`config.mk`:
```
export PLATFORM = sky130hd
export DESIGN_NAME = fifo_drain_flat
export DESIGN_NICKNAME = d
export VERILOG_FILES = /design/src/rtl/fifo_pkg.sv /design/src/rtl/fifo_drain_if.sv /design/src/rtl/fifo_drain_skid.sv /design/src/rtl/fifo_drain.sv /design/src/flat_wrapper.sv
export SDC_FILE = /design/constraint.sdc
export NUM_CORES = 1
export LEC_CHECK = 0
export BUFFER_PORTS_ARGS = -buffer_cell sky130_fd_sc_hd__buf_2
export CORE_MARGIN = 2
export CORE_UTILIZATION = 55
export CTS_CLUSTER_DIAMETER = 120
export DETAILED_ROUTE_END_ITERATION = 7
export PLACE_DENSITY = 0.81
export SYNTH_ARGS = -nofsm -noshare
export SYNTH_HDL_FRONTEND = slang
export SYNTH_HIERARCHICAL = 1
export SYNTH_SLANG_ARGS = --single-unit
```
`constraint.sdc`:
```
create_clock -name clk -period 6.5 [get_ports clk]
set_clock_uncertainty 0.15 [all_clocks]
set_input_delay 1.3 -clock clk [delete_from_list [all_inputs] [get_ports clk]]
set_output_delay 1.3 -clock clk [all_outputs]
set_load 0.05 [all_outputs]
```
`src/rtl/fifo_pkg.sv`:
```
// Shared definitions for the synchronous FIFO and its read-side drain.
package fifo_pkg;

    localparam int DRAIN_BUF_DEPTH = 32'sd2;

    typedef logic [1:0] occ_t;

    // Counter width for n states; a single-state counter still needs one bit.
    function automatic int cnt_width(input int n);
        int w;
        w = $clog2(n);
        if (w < 32'sd1) begin
            cnt_width = 32'sd1;
        end else begin
            cnt_width = w;
        end
    endfunction

endpackage

```
`src/rtl/fifo_drain_if.sv`:
```
// FIFO read port plus valid/ready output stream seen by fifo_drain.
interface fifo_drain_if #(
    parameter int DATA_WIDTH = 8
);
    logic                  fifo_rd_en;
    logic [DATA_WIDTH-1:0] fifo_rd_data;
    logic                  fifo_rd_val;
    logic [DATA_WIDTH-1:0] out_data;
    logic                  out_valid;
    logic                  out_ready;
    logic                  out_last;

    modport master (
        output fifo_rd_en,
        input  fifo_rd_data,
        input  fifo_rd_val,
        output out_data,
        output out_valid,
        output out_last,
        input  out_ready
    );

    modport slave (
        input  fifo_rd_en,
        output fifo_rd_data,
        output fifo_rd_val,
        input  out_data,
        input  out_valid,
        input  out_last,
        output out_ready
    );
endinterface

```
`src/rtl/fifo_drain_skid.sv`:
```
// Two-entry skid buffer: head/tail pointers over two registers, push and pop
// may occur in the same cycle even when full.
module fifo_drain_skid
    import fifo_pkg::*;
#(
    parameter int DATA_WIDTH = 8
) (
    input  logic                  clk,
    input  logic                  reset,
    input  logic                  push,
    input  logic [DATA_WIDTH-1:0] push_data,
    input  logic                  pop,
    output logic [DATA_WIDTH-1:0] head_data,
    output occ_t                  occ,
    output logic                  full
);

    logic [DATA_WIDTH-1:0] entry0_r;
    logic [DATA_WIDTH-1:0] entry1_r;
    logic                  head_r;
    logic                  tail_r;
    occ_t                  occ_r;
    occ_t                  occ_nxt_s;
    logic                  push_ok_s;
    logic                  pop_ok_s;

    // Qualify push/pop and compute next occupancy.
    always_comb begin
        pop_ok_s  = pop & (occ_r != 2'd0);
        push_ok_s = push & ((occ_r != 2'(DRAIN_BUF_DEPTH)) | pop_ok_s);
        occ_nxt_s = occ_r;
        if (push_ok_s && !pop_ok_s) begin
            occ_nxt_s = occ_r + 2'd1;
        end else if (!push_ok_s && pop_ok_s) begin
            occ_nxt_s = occ_r - 2'd1;
        end else begin
            occ_nxt_s = occ_r;
        end
    end

    // Storage, pointers and occupancy; when full, a simultaneous push reuses the slot the head vacates.
    always_ff @(posedge clk or negedge reset) begin
        if (!reset) begin
            entry0_r <= {DATA_WIDTH{1'b0}};
            entry1_r <= {DATA_WIDTH{1'b0}};
            head_r   <= 1'b0;
            tail_r   <= 1'b0;
            occ_r    <= 2'd0;
        end else begin
            if (push_ok_s) begin
                if (tail_r) begin
                    entry1_r <= push_data;
                end else begin
                    entry0_r <= push_data;
                end
                tail_r <= ~tail_r;
            end
            if (pop_ok_s) begin
                head_r <= ~head_r;
            end
            occ_r <= occ_nxt_s;
        end
    end

    assign head_data = head_r ? entry1_r : entry0_r;
    assign occ       = occ_r;
    assign full      = (occ_r == 2'(DRAIN_BUF_DEPTH));

endmodule

```
`src/rtl/fifo_drain.sv`:
```
// Read-side FIFO consumer: issues pulls, buffers the one-cycle-late responses
// in a skid buffer and presents them as a packet-framed valid/ready stream.
module fifo_drain
    import fifo_pkg::*;
#(
    parameter int DATA_WIDTH = 8,
    parameter int PKT_LEN    = 4
) (
    input  logic             clk,
    input  logic             reset,
    input  logic             enable,
    fifo_drain_if.master     bus,
    output logic             idle,
    output logic             ovf_err
);

    localparam int               BEAT_W    = cnt_width(PKT_LEN);
    localparam logic [BEAT_W-1:0] LAST_BEAT = BEAT_W'(PKT_LEN - 1);

    occ_t                  occ_s;
    logic                  full_s;
    logic [DATA_WIDTH-1:0] head_data_s;
    logic                  valid_s;
    logic                  pop_s;
    logic                  capture_s;
    logic                  rd_en_s;
    logic [2:0]            need_s;
    logic                  pend_r;
    logic [BEAT_W-1:0]     beat_cnt_r;
    logic                  ovf_err_r;

    // Pull decision: only pull if the word can land without exceeding two entries.
    always_comb begin
        valid_s   = (occ_s != 2'd0);
        pop_s     = valid_s & bus.out_ready;
        need_s    = {1'b0, occ_s} + {2'b00, pend_r} - {2'b00, pop_s};
        rd_en_s   = reset & enable & (need_s <= 3'd1);
        capture_s = pend_r & bus.fifo_rd_val;
    end

    fifo_drain_skid #(
        .DATA_WIDTH (DATA_WIDTH)
    ) u_skid (
        .clk       (clk),
        .reset     (reset),
        .push      (capture_s),
        .push_data (bus.fifo_rd_data),
        .pop       (pop_s),
        .head_data (head_data_s),
        .occ       (occ_s),
        .full      (full_s)
    );

    // In-flight pull marker, packet beat counter and sticky overflow flag.
    always_ff @(posedge clk or negedge reset) begin
        if (!reset) begin
            pend_r     <= 1'b0;
            beat_cnt_r <= {BEAT_W{1'b0}};
            ovf_err_r  <= 1'b0;
        end else begin
            pend_r <= rd_en_s;
            if (pop_s) begin
                if (beat_cnt_r == LAST_BEAT) begin
                    beat_cnt_r <= {BEAT_W{1'b0}};
                end else begin
                    beat_cnt_r <= beat_cnt_r + BEAT_W'(1);
                end
            end
            if (capture_s && full_s && !pop_s) begin
                ovf_err_r <= 1'b1;
            end
        end
    end

    assign bus.fifo_rd_en = rd_en_s;
    assign bus.out_valid  = valid_s;
    assign bus.out_data   = head_data_s;
    assign bus.out_last   = valid_s & (beat_cnt_r == LAST_BEAT);
    // Reset counts as "not enabled" so the block reports idle while held in reset.
    assign idle           = ~(reset & enable) & ~valid_s & ~pend_r;
    assign ovf_err        = ovf_err_r;

endmodule

```
`src/flat_wrapper.sv`:
```
// flat-port wrapper written by rule: the top's interface ports become plain ports
module fifo_drain_flat import fifo_pkg::*;
#(
    parameter int DATA_WIDTH = 8,
    parameter int PKT_LEN    = 4
)
  (clk, reset, enable, idle, ovf_err, bus_fifo_rd_en, bus_fifo_rd_data, bus_fifo_rd_val, bus_out_data, bus_out_valid, bus_out_last, bus_out_ready);
  fifo_drain_if #(.DATA_WIDTH(DATA_WIDTH)) bus_i ();
  input  logic clk;
  input  logic reset;
  input  logic enable;
  output logic idle;
  output logic ovf_err;
  output wire logic [$bits(bus_i.fifo_rd_en)-1:0] bus_fifo_rd_en;
  input wire logic [$bits(bus_i.fifo_rd_data)-1:0] bus_fifo_rd_data;
  input wire logic [$bits(bus_i.fifo_rd_val)-1:0] bus_fifo_rd_val;
  output wire logic [$bits(bus_i.out_data)-1:0] bus_out_data;
  output wire logic [$bits(bus_i.out_valid)-1:0] bus_out_valid;
  output wire logic [$bits(bus_i.out_last)-1:0] bus_out_last;
  input wire logic [$bits(bus_i.out_ready)-1:0] bus_out_ready;
  assign bus_fifo_rd_en = bus_i.fifo_rd_en;
  assign bus_i.fifo_rd_data = bus_fifo_rd_data;
  assign bus_i.fifo_rd_val = bus_fifo_rd_val;
  assign bus_out_data = bus_i.out_data;
  assign bus_out_valid = bus_i.out_valid;
  assign bus_out_last = bus_i.out_last;
  assign bus_i.out_ready = bus_out_ready;
  fifo_drain #(.DATA_WIDTH(DATA_WIDTH), .PKT_LEN(PKT_LEN)) u_core (.clk(clk), .reset(reset), .enable(enable), .bus(bus_i), .idle(idle), .ovf_err(ovf_err));
endmodule
```
==> results by stage <==
STA:
- Setup repair after global routing left no endpoint under its margin.
- Derived from the worst setup path, the maximum achievable clock frequency is ~230 MHz.
- In the final timing run, aggregate negative setup slack is 0 ns.
- On the final layout, the worst hold slack is roughly 0.35 ns.
- The final critical-path required period is 4.317 ns.
- The total count of max-transition violations in the final report is 0.
- Of the available clock period, the critical path in the final layout requires 0.6641.
- The pin slew with the least headroom to its limit is around 0.57 ns.
- In this run the tightest slew margin relative to its limit is 0.6231.
- The total setup violations reported at the end of the flow is 0.
- The number of endpoints with negative hold slack in the final report is 0.

Floorplanning:
- The core region area is ~2000 µm².
- The starting density of the core is 0.5922.
- The die covers about 2500 µm².
- The overall die height is roughly 50 µm.
- The overall die width is ~50 µm.
- The initialized floorplan defines 16 standard-cell rows.
- The I/O pin count is 26.

Logic synthesis:
- The synthesized instance count is between 80 and 90.
- In the post-synthesis netlist, the biggest area contributors are dfrtp_1 51%, mux2_2 23%, ha_1 3.2%, xor2_1 3.0%, mux2_4 2.6%.
- The number of nets produced by synthesis is between 90 and 100.
- The synthesized netlist occupies a cell area of between 1000 and 1500 µm².
- The number of distinct library cell variants in the gate-level netlist after synthesis is 22.
- The mean instance size in the synthesized netlist is 14.31 µm².
- Counting flops with an async set or reset pin after synthesis yields a share of 1.000.
- The most used flip-flop cell after synthesis is dfrtp_1.
- The total of warnings raised by yosys is 6.
- The count of state elements after synthesis is 24.
- The top-area cell type share of the netlist area is 0.5117.
- Sorting the synthesized cells by how often they occur yields 24 x dfrtp_1, 24 x mux2_2, 4 x nor2_1, 4 x xor2_1.
- The number of enable flip-flop cells after synthesis is 0.
- The largest total area in the synthesized netlist belongs to dfrtp_1.
- The share of the Yosys chip area taken by registers is 0.5117.

Global routing:
- Entering global routing, the biggest net connects 27 pins.
- The first global-routing pass estimated around 3100 µm of wire.
- The overall routing resource usage is 0.1618.
- The initial antenna violation count was 0.
- For this run the aggregate overflow at the end of global routing stands at 0.
- The via count of the first global-routing pass was roughly 720.

Worst setup path:
- In this design, the stage delay of the slowest critical-path cell is ~0.47 ns.
- For this design, the slowest cell found on the critical path is fa_1.
- The top cell family by delay on the critical path is adder cells.
- The startpoint type of the worst setup path is a primary input.
- In this run the worst path has a maximum fanout of 6.
- The critical path buffer and inverter count is 3.
- The sort of element at the end of the critical path is an output pin.
- The library cell appearing most often on the critical path is buf_2.
- For the worst setup path, the data required time is approximately 5.1 ns.
- The data arrival time at the worst-slack endpoint is 2.87 ns.
- The type of the setup path with the least slack is in -> out.
- Walking the worst path, the cells encountered are buf_2 -> o21ai_4 -> xnor2_1 -> ha_1 -> inv_1 -> fa_1 -> nand3_1 -> nor2_1 -> buf_2.

Placement:
- The placer congestion estimate is roughly 0.71.
- The post-placement cell count is ~130.
- Port buffering added 25 buffers.
- The HPWL reported at the end of detailed placement is 1401 µm.

Clocking:
- The clock reaches the later pin of the worst-skew pair after approximately 0.30 ns.
- Post-CTS repair changed the size of 0 cells.
- The root buffer selected by CTS is clkbuf_4.
- Clock-pin slew was measured on the worst setup and hold paths at between 0.1 and 0.15 ns.
- Counting along the longest clock path gives a buffer depth of 2.
- TritonCTS built the clock tree.
- The number of clock sinks is 24.
- Buffers added to address setup during post-CTS repair amount to 0.
- CTS built an H-tree with a depth of 1.
- Hold repair after CTS inserted 0 buffers.
- TritonCTS created 3 clock buffers.

Route:
- The total number of vias is a little over 700.
- The post-route antenna net violation count is 0.
- For this run, design rule violations remaining after detail routing come to 0.
- The average detailed-routed wire length per instance is ~14 µm.
- In this run, the number of DRC markers left after iteration 0 of detailed routing was 1.
- The post-detailed-route via-to-cell ratio is 5.182.
- For this run, the detailed router's first-pass iteration total came to 3.
- Summed over all layers, the routed wires come to about 1900 µm.

Job:
- The count of maximum capacitance violations is 0.

Status:
- The flow ran to the end, and the final reports show no timing, DRC or antenna violations.

Finish:
- Once layout is complete, the utilization of the core stands at 0.6970.
- The net count reported at finish is about 130.
- The filler cells instantiated in the layout total ~150.
- Summing all multi-input logic gate instances after layout gives roughly 560 µm².
- The number of standard cells in the final layout excluding fillers is approximately 140.
- The sequential cell area in the final layout is approximately 600 µm².
- The number of antenna diodes is 0.
- The layout cell share with drive strength beyond 1 is 0.5818.
- The post-synthesis to final-layout area growth is 17.70%.

Worst hold path:
- The class of the worst hold path is reg -> reg.
## sequential cells by signal, indices dropped and copies added (netlist names)
name                    flops
u_core/u_skid/head_r        1
u_core/u_skid/entry0_r      8
u_core/ovf_err              1
u_core/u_skid/tail_r        1
u_core/u_skid/entry1_r      8
u_core/u_skid/occ           2
u_core/pend_r               1
u_core/beat_cnt_r           2
## cells by family after synthesis
logic type      after synthesis  share of synthesized area
mux                          26                     0.2559
flops                        24                     0.5117
xor+xnor                      7                    0.05224
buf+inv                       3                   0.009594
fa+ha+maj                     4                    0.04904
compound gates                4                    0.03625
simple gates                 14                    0.08528
## through the flow
stage / cell area, µm² / setup WS, ns
after floorplan: 1174 / 2.106
after global placement: 1329 / 2.241
after detailed placement: 1329 / 2.189
after CTS: 1381 / 2.169
after global routing: 1381 / 2.073
final: 1381 / 2.183
## final cells by class
type | count | area share
Sequential cell | 24 | 0.4348
Clock buffer | 3 | 0.01630
Timing Repair Buffer | 25 | 0.09058
Multi-Input combinational cell | 55 | 0.4067
Tap cell | 27 | 0.02446
Inverter | 2 | 0.005435
Clock inverter | 1 | 0.02174
## layout by cell type (no fill, tap or decap), types with 3 or more instances in the layout
cell type / n
dfrtp_1: 24
clkbuf_4: 3
ha_1: 3
xnor2_1: 3
buf_2: 25
xor2_1: 4
nor2_1: 4
mux2_2: 24
## worst paths after layout
| kind | start | endpoint | slack [ns] | cells after the start |
|---|---|---|---|---|
| worst min-delay path | u_core/ovf_err$_DFFE_PN0P_ | u_core/ovf_err$_DFFE_PN0P_ | 0.35 | 1 |
| worst max-delay path | bus_out_ready | bus_fifo_rd_en | 2.18 | 9 |
| min in group asynchronous | reset | u_core/u_skid/entry1_r[7]$_DFFE_PN0P_ | 0.81 | 1 |
| worst min register to register | u_core/ovf_err$_DFFE_PN0P_ | u_core/ovf_err$_DFFE_PN0P_ | 0.35 | 1 |
| worst max register to register | u_core/u_skid/occ[1]$_DFFE_PN0P_ | u_core/u_skid/occ[1]$_DFFE_PN0P_ | 4.15 | 8 |
| max in group asynchronous | reset | u_core/u_skid/tail_r$_DFFE_PN0N_ | 5.01 | 1 |
## layer usage
layer | track usage | up-vias | part of all wire
li1 | - | 343 | -
met1 | 0.2156 | 352 | 0.48
met2 | 0.2566 | 13 | 0.48
met3 | 0.02679 | 2 | 0.029
met4 | 0.07870 | 0 | 0.010
met5 | 0 | - | 0
Power is left out: the tool's default activity adds up to more than one toggle a clock period on the data nets, which glitch-free logic cannot reach.
